### config.mk
export PLATFORM = sky130hd
export DESIGN_NAME = alu_arbiter_flat
export DESIGN_NICKNAME = d
export VERILOG_FILES = /design/src/rtl/alu_arb_pkg.sv /design/src/rtl/alu_arbiter_if.sv /design/src/rtl/alu4_core.sv /design/src/rtl/alu_arbiter.sv /design/src/flat_wrapper.sv
export SDC_FILE = /design/constraint.sdc
export NUM_CORES = 1
export LEC_CHECK = 0
export CAP_MARGIN = 20
export CORE_MARGIN = 2
export CORE_UTILIZATION = 33
export DETAILED_ROUTE_END_ITERATION = 10
export DONT_BUFFER_PORTS = 1
export PLACE_DENSITY = 0.44
export SKIP_LAST_GASP = 1
export SLEW_MARGIN = 0
export SYNTH_ARGS = -nofsm -noshare
export SYNTH_HDL_FRONTEND = slang
export SYNTH_SLANG_ARGS = --single-unit
### constraint.sdc
create_clock -name clk -period 5.4 [get_ports clk]
set_input_delay 0.27 -clock clk [delete_from_list [all_inputs] [get_ports clk]]
set_output_delay 0.27 -clock clk [all_outputs]
set_load 0.01 [all_outputs]
### src/rtl/alu_arb_pkg.sv
// Shared constants and types for the two-requester ALU arbiter.
package alu_arb_pkg;
   localparam int N_REQ = 2;
   localparam int CNT_W = 8;

   localparam logic [2:0] OP_ADD = 3'd0;
   localparam logic [2:0] OP_SUB = 3'd1;
   localparam logic [2:0] OP_NOT = 3'd2;
   localparam logic [2:0] OP_AND = 3'd3;
   localparam logic [2:0] OP_OR  = 3'd4;
   localparam logic [2:0] OP_XOR = 3'd5;
   localparam logic [2:0] OP_GT  = 3'd6;
   localparam logic [2:0] OP_EQ  = 3'd7;

   localparam int Y_ZERO  = 6;
   localparam int Y_OVF   = 5;
   localparam int Y_CARRY = 4;

   typedef enum logic [1:0] {
      S_IDLE,
      S_EXEC,
      S_RESP
   } state_t;
endpackage

### src/rtl/alu_arbiter_if.sv
// Request/response bundle between the requesters and the arbiter.
interface alu_arbiter_if;
   import alu_arb_pkg::*;

   logic [N_REQ-1:0] req_valid;
   logic [N_REQ-1:0] req_ready;
   logic [2:0]       req_op0;
   logic [2:0]       req_op1;
   logic [3:0]       req_a0;
   logic [3:0]       req_a1;
   logic [3:0]       req_b0;
   logic [3:0]       req_b1;
   logic [N_REQ-1:0] rsp_valid;
   logic [N_REQ-1:0] rsp_ready;
   logic [6:0]       rsp_data;
   logic [CNT_W-1:0] done_cnt0;
   logic [CNT_W-1:0] done_cnt1;
   logic             busy;

   modport master (
      output req_valid, req_op0, req_op1,
      output req_a0, req_a1, req_b0, req_b1,
      output rsp_ready,
      input  req_ready, rsp_valid, rsp_data,
      input  done_cnt0, done_cnt1, busy
   );

   modport slave (
      input  req_valid, req_op0, req_op1,
      input  req_a0, req_a1, req_b0, req_b1,
      input  rsp_ready,
      output req_ready, rsp_valid, rsp_data,
      output done_cnt0, done_cnt1, busy
   );
endinterface

### src/rtl/alu4_core.sv
// Combinational 4-bit ALU producing {zero, overflow, carry, result}.
module alu4_core
   import alu_arb_pkg::*;
(
   input  logic [2:0] op,
   input  logic [3:0] a,
   input  logic [3:0] b,
   output logic [6:0] y
);
   logic       is_sub;
   logic [3:0] bx;
   logic [4:0] sum;

   // sub reuses the adder as a + ~b + 1
   assign is_sub = (op == OP_SUB);
   assign bx     = is_sub ? ~b : b;
   assign sum    = {1'b0, a} + {1'b0, bx} + {4'b0, is_sub};

   always_comb begin
      y = '0;
      case (op)
         OP_ADD, OP_SUB: begin
            y[3:0]    = sum[3:0];
            y[Y_CARRY] = sum[4];
            y[Y_OVF]   = (a[3] == bx[3]) && (sum[3] != a[3]);
            y[Y_ZERO]  = (sum[3:0] == 4'd0);
         end
         OP_NOT: y[3:0] = ~a;
         OP_AND: y[3:0] = a & b;
         OP_OR:  y[3:0] = a | b;
         OP_XOR: y[3:0] = a ^ b;
         OP_GT:  y[0]   = $signed(a) > $signed(b);
         OP_EQ:  y[0]   = (a == b);
         default: y = '0;
      endcase
   end
endmodule

### src/rtl/alu_arbiter.sv
// Round-robin arbiter sharing one 4-bit ALU between two requesters.
module alu_arbiter
   import alu_arb_pkg::*;
(
   input logic          clk,
   input logic          rst_n,
   alu_arbiter_if.slave bus
);
   state_t           state;
   state_t           state_nx;
   logic             prio;
   logic             owner;
   logic [2:0]       op_q;
   logic [3:0]       a_q;
   logic [3:0]       b_q;
   logic [6:0]       y;
   logic [6:0]       data_q;
   logic [1:0]       grant;
   logic [1:0]       ready;
   logic [1:0]       rvalid;
   logic             accept;
   logic             rsp_hs;
   logic [CNT_W-1:0] cnt0;
   logic [CNT_W-1:0] cnt1;

   alu4_core u_alu (
      .op (op_q),
      .a  (a_q),
      .b  (b_q),
      .y  (y)
   );

   always_comb begin
      grant = '0;
      unique case (1'b1)
         (bus.req_valid == 2'b01): grant = 2'b01;
         (bus.req_valid == 2'b10): grant = 2'b10;
         (bus.req_valid == 2'b11): grant = prio ? 2'b10 : 2'b01;
         default:                  grant = '0;
      endcase
   end

   always_ff @(posedge clk or negedge rst_n) begin
      if (!rst_n) state <= S_IDLE;
      else        state <= state_nx;
   end

   always_comb begin
      state_nx = state;
      ready    = '0;
      rvalid   = '0;
      accept   = 1'b0;
      rsp_hs   = 1'b0;
      unique case (state)
         S_IDLE: begin
            ready  = grant;
            accept = |grant;
            if (accept) state_nx = S_EXEC;
         end
         S_EXEC: state_nx = S_RESP;
         S_RESP: begin
            rvalid = owner ? 2'b10 : 2'b01;
            rsp_hs = bus.rsp_ready[owner];
            if (rsp_hs) state_nx = S_IDLE;
         end
         default: state_nx = S_IDLE;
      endcase
   end

   always_ff @(posedge clk or negedge rst_n) begin
      if (!rst_n) begin
         prio   <= 1'b0;
         owner  <= 1'b0;
         op_q   <= '0;
         a_q    <= '0;
         b_q    <= '0;
         data_q <= '0;
         cnt0   <= '0;
         cnt1   <= '0;
      end else begin
         if (accept) begin
            owner <= grant[1];
            op_q  <= grant[1] ? bus.req_op1 : bus.req_op0;
            a_q   <= grant[1] ? bus.req_a1 : bus.req_a0;
            b_q   <= grant[1] ? bus.req_b1 : bus.req_b0;
         end
         if (state == S_EXEC) data_q <= y;
         if (rsp_hs) begin
            prio <= ~owner;
            if (owner) cnt1 <= cnt1 + 1'b1;
            else       cnt0 <= cnt0 + 1'b1;
         end
      end
   end

   assign bus.req_ready = ready;
   assign bus.rsp_valid = rvalid;
   assign bus.rsp_data  = data_q;
   assign bus.done_cnt0 = cnt0;
   assign bus.done_cnt1 = cnt1;
   assign bus.busy      = (state != S_IDLE);
endmodule

### src/flat_wrapper.sv
// flat-port wrapper written by rule: the top's interface ports become plain ports
module alu_arbiter_flat import alu_arb_pkg::*;
  (clk, rst_n, bus_req_valid, bus_req_op0, bus_req_op1, bus_req_a0, bus_req_a1, bus_req_b0, bus_req_b1, bus_rsp_ready, bus_req_ready, bus_rsp_valid, bus_rsp_data, bus_done_cnt0, bus_done_cnt1, bus_busy);
  alu_arbiter_if bus_i ();
  input logic clk;
  input logic rst_n;
  input wire logic [$bits(bus_i.req_valid)-1:0] bus_req_valid;
  input wire logic [$bits(bus_i.req_op0)-1:0] bus_req_op0;
  input wire logic [$bits(bus_i.req_op1)-1:0] bus_req_op1;
  input wire logic [$bits(bus_i.req_a0)-1:0] bus_req_a0;
  input wire logic [$bits(bus_i.req_a1)-1:0] bus_req_a1;
  input wire logic [$bits(bus_i.req_b0)-1:0] bus_req_b0;
  input wire logic [$bits(bus_i.req_b1)-1:0] bus_req_b1;
  input wire logic [$bits(bus_i.rsp_ready)-1:0] bus_rsp_ready;
  output wire logic [$bits(bus_i.req_ready)-1:0] bus_req_ready;
  output wire logic [$bits(bus_i.rsp_valid)-1:0] bus_rsp_valid;
  output wire logic [$bits(bus_i.rsp_data)-1:0] bus_rsp_data;
  output wire logic [$bits(bus_i.done_cnt0)-1:0] bus_done_cnt0;
  output wire logic [$bits(bus_i.done_cnt1)-1:0] bus_done_cnt1;
  output wire logic [$bits(bus_i.busy)-1:0] bus_busy;
  assign bus_i.req_valid = bus_req_valid;
  assign bus_i.req_op0 = bus_req_op0;
  assign bus_i.req_op1 = bus_req_op1;
  assign bus_i.req_a0 = bus_req_a0;
  assign bus_i.req_a1 = bus_req_a1;
  assign bus_i.req_b0 = bus_req_b0;
  assign bus_i.req_b1 = bus_req_b1;
  assign bus_i.rsp_ready = bus_rsp_ready;
  assign bus_req_ready = bus_i.req_ready;
  assign bus_rsp_valid = bus_i.rsp_valid;
  assign bus_rsp_data = bus_i.rsp_data;
  assign bus_done_cnt0 = bus_i.done_cnt0;
  assign bus_done_cnt1 = bus_i.done_cnt1;
  assign bus_busy = bus_i.busy;
  alu_arbiter u_core (.clk(clk), .rst_n(rst_n), .bus(bus_i));
endmodule
======== Word level (Yosys, flattened, before mapping) ========
Index checks and enable logic that the tools add are counted.
storage, ports and cells
  flip-flop bits (word level) ............. 38
  input bits .............................. 28
  output and inout port bits .............. 28
  logic and storage cells ................. 67
cells by class
  add/sub/neg operators ................... 4
  order comparisons ....................... 2
  eq/ne operators ......................... 17
  mux-type cells .......................... 19
  bitwise logic cells ..................... 6
  reductions and logical operators ........ 10
operators by type and width
  operator             count
  $add 8x1->8 const B  2
  $pmux 3 s5           1
  $eq 3x3->1 const B   4
  $mux 2               6
  $mux 4               3
  $pmux 2 s3           2
  $not 4->4            2
  $pmux 1 s7           1
  $eq 2x2->1 const B   3
  $eq 3x2->1 const B   2
  $mux 3               2
  $reduce_and 2->1     3
  $add 4x4->5          1
  $add 5x1->5          1
  $and 4x4->4          1
  $eq 2x1->1 const B   2
  $eq 4x4->1           1
  $gt 4x4->1           1
  $logic_not 4->1      1
  $mux 1               4
  $ne 2x1->1 const B   2
  $or 4x4->4           1
  $reduce_or 2->1      2
  $xor 4x4->4          1
  other kinds (9)      9

======== Logic depth before layout (Yosys ltp) ========
  word-level depth ........................ 7
  gate-level depth with buffers ........... 10
  gate-level depth less buffers ........... 9

======== Modules after synthesis ========
Synthesis repeated with hierarchy kept, for this count alone.
unflattened totals
  cells, all modules ...................... 241
  area total of the unflattened synthesis .. 2336.0 µm²
modules (own cells, without submodules)
  module       times used  cells an instance  area each (µm²)  seq. area each (µm²)
  alu_arbiter  1           159                1735.4           950.9
  alu4_core    1           82                 600.6            0.0

======== Worst setup path before layout ========
Ideal clock, no wire load.
  path kind ............................... flip-flop to flip-flop
  start ................................... reg u_core.op_q[1]
  end ..................................... reg u_core.data_q[1] (netlist: u_core.bus.rsp_data[1])
  library setup time ...................... 0.082 ns
  arrival ................................. 2.190 ns
  required time ........................... 5.318 ns
  path slack .............................. 3.128 ns
  cell stages (with the launch flop) ...... 9
  path buffers ............................ 1
  period minus slack after synthesis ...... 2.272 ns
  path through ............................ dfrtp_1 -> clkbuf_1 -> nor2_1 -> and2_0 -> xnor2_1 -> inv_1 -> fa_1 -> or3_1 -> a31oi_1
between the ends
  word-level cells in the longest chain between the ends .. 5
  elaborated cells on any way between the ends .. 11
  those cells by class .................... add/sub: 2; eq/ne: 5; mux: 2; reduce/logical: 2
ends and longest elaborated chain
  what                      RTL line                          RTL
  start: declaration        alu_arbiter.sv:13                 logic [2:0] op_q;
  start signal: assignment  alu_arbiter.sv:83                 op_q <= grant[1] ? bus.req_op1 : bus.req_op0;
  $eq 3x1->1                alu4_core.sv:15, alu4_core.sv:21
  $mux 4                    alu4_core.sv:16                   assign bx = is_sub ? ~b : b;
  $add 4x4->5               alu4_core.sv:17                   assign sum = {1'b0, a} + {1'b0, bx} + {4'b0, is_sub};
  $add 5x1->5               alu4_core.sv:17
  $pmux 3 s5 (*)            alu4_core.sv:21                   case (op)
  end signal: assignment    alu_arbiter.sv:87                 if (state == S_EXEC) data_q <= y;
  end: declaration          alu_arbiter.sv:17                 logic [6:0] data_q;
Every way passes the cells marked *; elsewhere a longest branch is shown, timed or not.
A chain may end at the register's enable or synchronous reset.

======== Worst setup path after layout ========
  start ................................... reg u_core.op_q[1]
  end ..................................... reg u_core.data_q[2] (netlist: u_core.bus.rsp_data[2])
The elaborated chain is that of the path after synthesis.

==> results.md <==
- Status: complete, no violations
- Pwr/cell area: 632 nW/µm²
- Slew Limit Fails: 0
- Via density: 5.13
- First-pass GRT wire length: 7.89 mm
- Commonest cells after routing, fill and taps aside: 38 x dfrtp_1, 36 x nor2_1, 17 x ha_1
- Final Cycle Share: 0.457
- RSZ-0062 raised after global routing: no
- Area leader, netlist: dfrtp_1
- Placed cells: approximately 300
- Synthesized area: 2180 µm²
- Final period demand of the worst path: between 2000 and 2500 ps
- Pint: 0.872 mW
- Compound-gate portion of the synthesized area: 0.124
- Reg power frac: 0.364
- Switching part of the total: 0.429
- Relative slew slack: 0.421
- LEAKAGE: 1.09 nW
- Clock Skews: 6.51 ps
- Post-synth ARST share: 1.00
- GPL Wtd Cong: about 0.85
- Final Hold Slack: 129 ps
- Postcts setup bufs: 0
- Total CTS buffers: 5
- Origin of the critical flop-to-flop path: u_core.op_q[1]
- CP Max Fanout: 13
- Hold depth: 2
- Avg Inst Size Synth: 9.34 µm²
- Core area: 6350 µm²
- Critical path arrival: 2680 ps
- Simple-gate share of the synthesized area: 0.201
- I/O pin cnt: 56
- Post-Route Setup TNS: 0 ps
- Combinational power share: 0.437
- Slew @ Worst Pin: 865 ps
- Register cell area after layout: 951 µm²
- Psw: roughly 0.65 mW
- Final Setup Violations: 0
- Reg clk slew, reported paths: around 80 ps
- CP Capture Type: flip-flop
- Area growth syn-to-layout: 11.0%
- Top post-synthesis cells by area: dfrtp_1 44%, ha_1 9.8%, xnor2_1 6.4%
- Type of the tightest min-delay check: in2reg
- Cell depth of the worst flop-to-flop path: 9
- Cell variety after synth: 37
- Sequential cell area fraction in the yosys report: 0.437
- Initial antenna violation count: 0
- Commonest non-fill, non-tap cell in the layout: dfrtp_1
- Placed wire-length estimate: 3.64 mm
- Yosys warns: 0
- Clock network fraction of total power: 0.199
- Synth Net Count: 279
- Hold-fix buffers, CTS: 2
- Clock root buffer: clkbuf_8
- #FFs+latches synth: 38
- Post-route DRC violation count: 0
- Multiplexer share of the synthesized area: 0.0104
- Top FF cell, synth: dfrtp_1
- Gr usage total: 0.138
- Final Hold Fails: 0
- Maxcap violations: 0
- Drt pass-1 iters: 4
- Xor and xnor area share after synthesis: 0.0805
- Number of synthesized flops with an enable pin: 0
- Critical path origin: u_core.op_q[1]
- # rows: 29
- CP Class: reg2reg
- Via count: 1,601
- Fmax: about 400 MHz
- Iter 0 DRT Violations: 65
- DRT antenna net count: 0
- Main combinational cell family by area after synthesis: simple AND/OR/NAND/NOR gates
- Clock Sink Count: 38
- Maximum vdd drop: ~240 µV
- Post-synth top area share: 0.437
- Layout cells sized above 1: 0.0553
- Die area: between 7000 and 8000 µm²
- Worst r2r dst: u_core.bus.rsp_data[2]
- Port Buffers: 0
- Vias in the first global route: around 1,600
- CTS max path bufs: 2
- Initial Utilization: 0.343
- H-tree depth: 2
- Layout fillers: 640
- Die Span Y: 85.2 µm
- Post-cts sizing count: 0
- Synth Instances: 233
- Multi-input logic area: 1140 µm²
- Largest net degree at the start of global routing: 39
- Routed WL: ~4.9 mm
- Final #Nets: 280
- Worst skew pair latency: 290 ps
- CTS tree: yes
- Startpoint Class: flip-flop
- FF-to-FF setup slack: 2930 ps
- Worst setup endpoint: u_core.bus.rsp_data[2]
- Synth Area in Adders: 0.107
- Die width: ~85 µm
- Data required, critical path: between 5000 and 6000 ps
- Total grt overflow: 0
- Final std cells w/o fill: 312
- WL/cell: 15.7 µm
- ANT cells: 0
[Yosys cell counts, types with 2 or more instances]
master     instances
nor4_1             2
o21ai_0            9
nor2b_1            5
dfrtp_1           38
a22oi_1            2
nand2b_1           6
nand2_1           14
nor2_1            36
mux2_2             2
a31oi_1            3
nand3_1           12
clkbuf_1           8
xnor2_1           16
nor3_1             2
o22ai_1           15
xor2_1             4
inv_1             15
ha_1              17
nand4_1            4
and3_1             5
a2111oi_0          2
[kinds of logic after synthesis]
logic type,count (synthesis)
compound gates,41
xor+xnor,20
simple gates,91
flops,38
buf+inv,23
fa+ha+maj,18
mux,2
[worst max-delay path, stage by stage, from the launching register on]
cell,delay [ps]
dfrtp_1,520
nor2_1,280
and2_0,290
xnor2_1,180
inv_1,90
fa_1,440
xor2_1,200
o211ai_1,170
o22ai_1,80
a31oi_1,160
[metal layers]
| metal | GRT usage | vias to the layer above | wire [µm] |
|---|---|---|---|
| li1 | - | 806 | - |
| met1 | 0.186 | 746 | 2430 |
| met2 | 0.216 | 42 | 2160 |
| met3 | 0.0350 | 7 | 235 |
| met4 | 0.0476 | 0 | 67 |
| met5 | 0 | - | 0 |
[power groups by stage]
stage | Sequential, mW | Combinational (mW) | Clock, mW
floorplan | 0.500 | 0.565 | 0
global placement | 0.562 | 0.666 | 0
detailed placement | 0.564 | 0.665 | 0
CTS | 0.558 | 0.677 | 0.314
global route | 0.578 | 0.764 | 0.324
finish | 0.555 | 0.667 | 0.304
[worst min-delay path by stage]
stage / startpoint / to / slack [ps]
after floorplan: rst_n / u_core.a_q[0] / -30
after global placement: rst_n / u_core.bus.done_cnt1[5] / -20
after detailed placement: rst_n / u_core.bus.done_cnt1[5] / -20
after CTS: bus_req_b1[3] / u_core.b_q[3] / 120
after global routing: bus_req_a1[1] / u_core.a_q[1] / 140
final: bus_req_b1[3] / u_core.b_q[3] / 130
[cell type report]
class / count / area share
timing repair buffer: 2 / 0.0124
multi-input combinational: 172 / 0.472
inverter: 15 / 0.0233
tap: 77 / 0.0399
sequential: 38 / 0.394
clock inverter: 2 / 0.0249
clock buffer: 6 / 0.0342
[metrics by stage]
step                worst slack, ps  utilization  area [µm²]  total power, mW
floorplan                      3130            -        2180             1.07
global placement               3010        0.353        2240             1.23
detailed placement             2950        0.353        2240             1.23
CTS                            2940        0.380        2410             1.55
global route                   2770        0.380        2410             1.67
finish                         2930        0.380        2410             1.53
[flip-flops by register name (all words and copies together) (netlist names)]
register,flops
u_core.bus.done_cnt1,8
u_core.state,2
u_core.bus.done_cnt0,8
u_core.bus.rsp_data,7
u_core.op_q,3
u_core.b_q,4
u_core.prio,1
u_core.owner,1
u_core.a_q,4
Note: power is estimated with default switching activity, not from simulation.
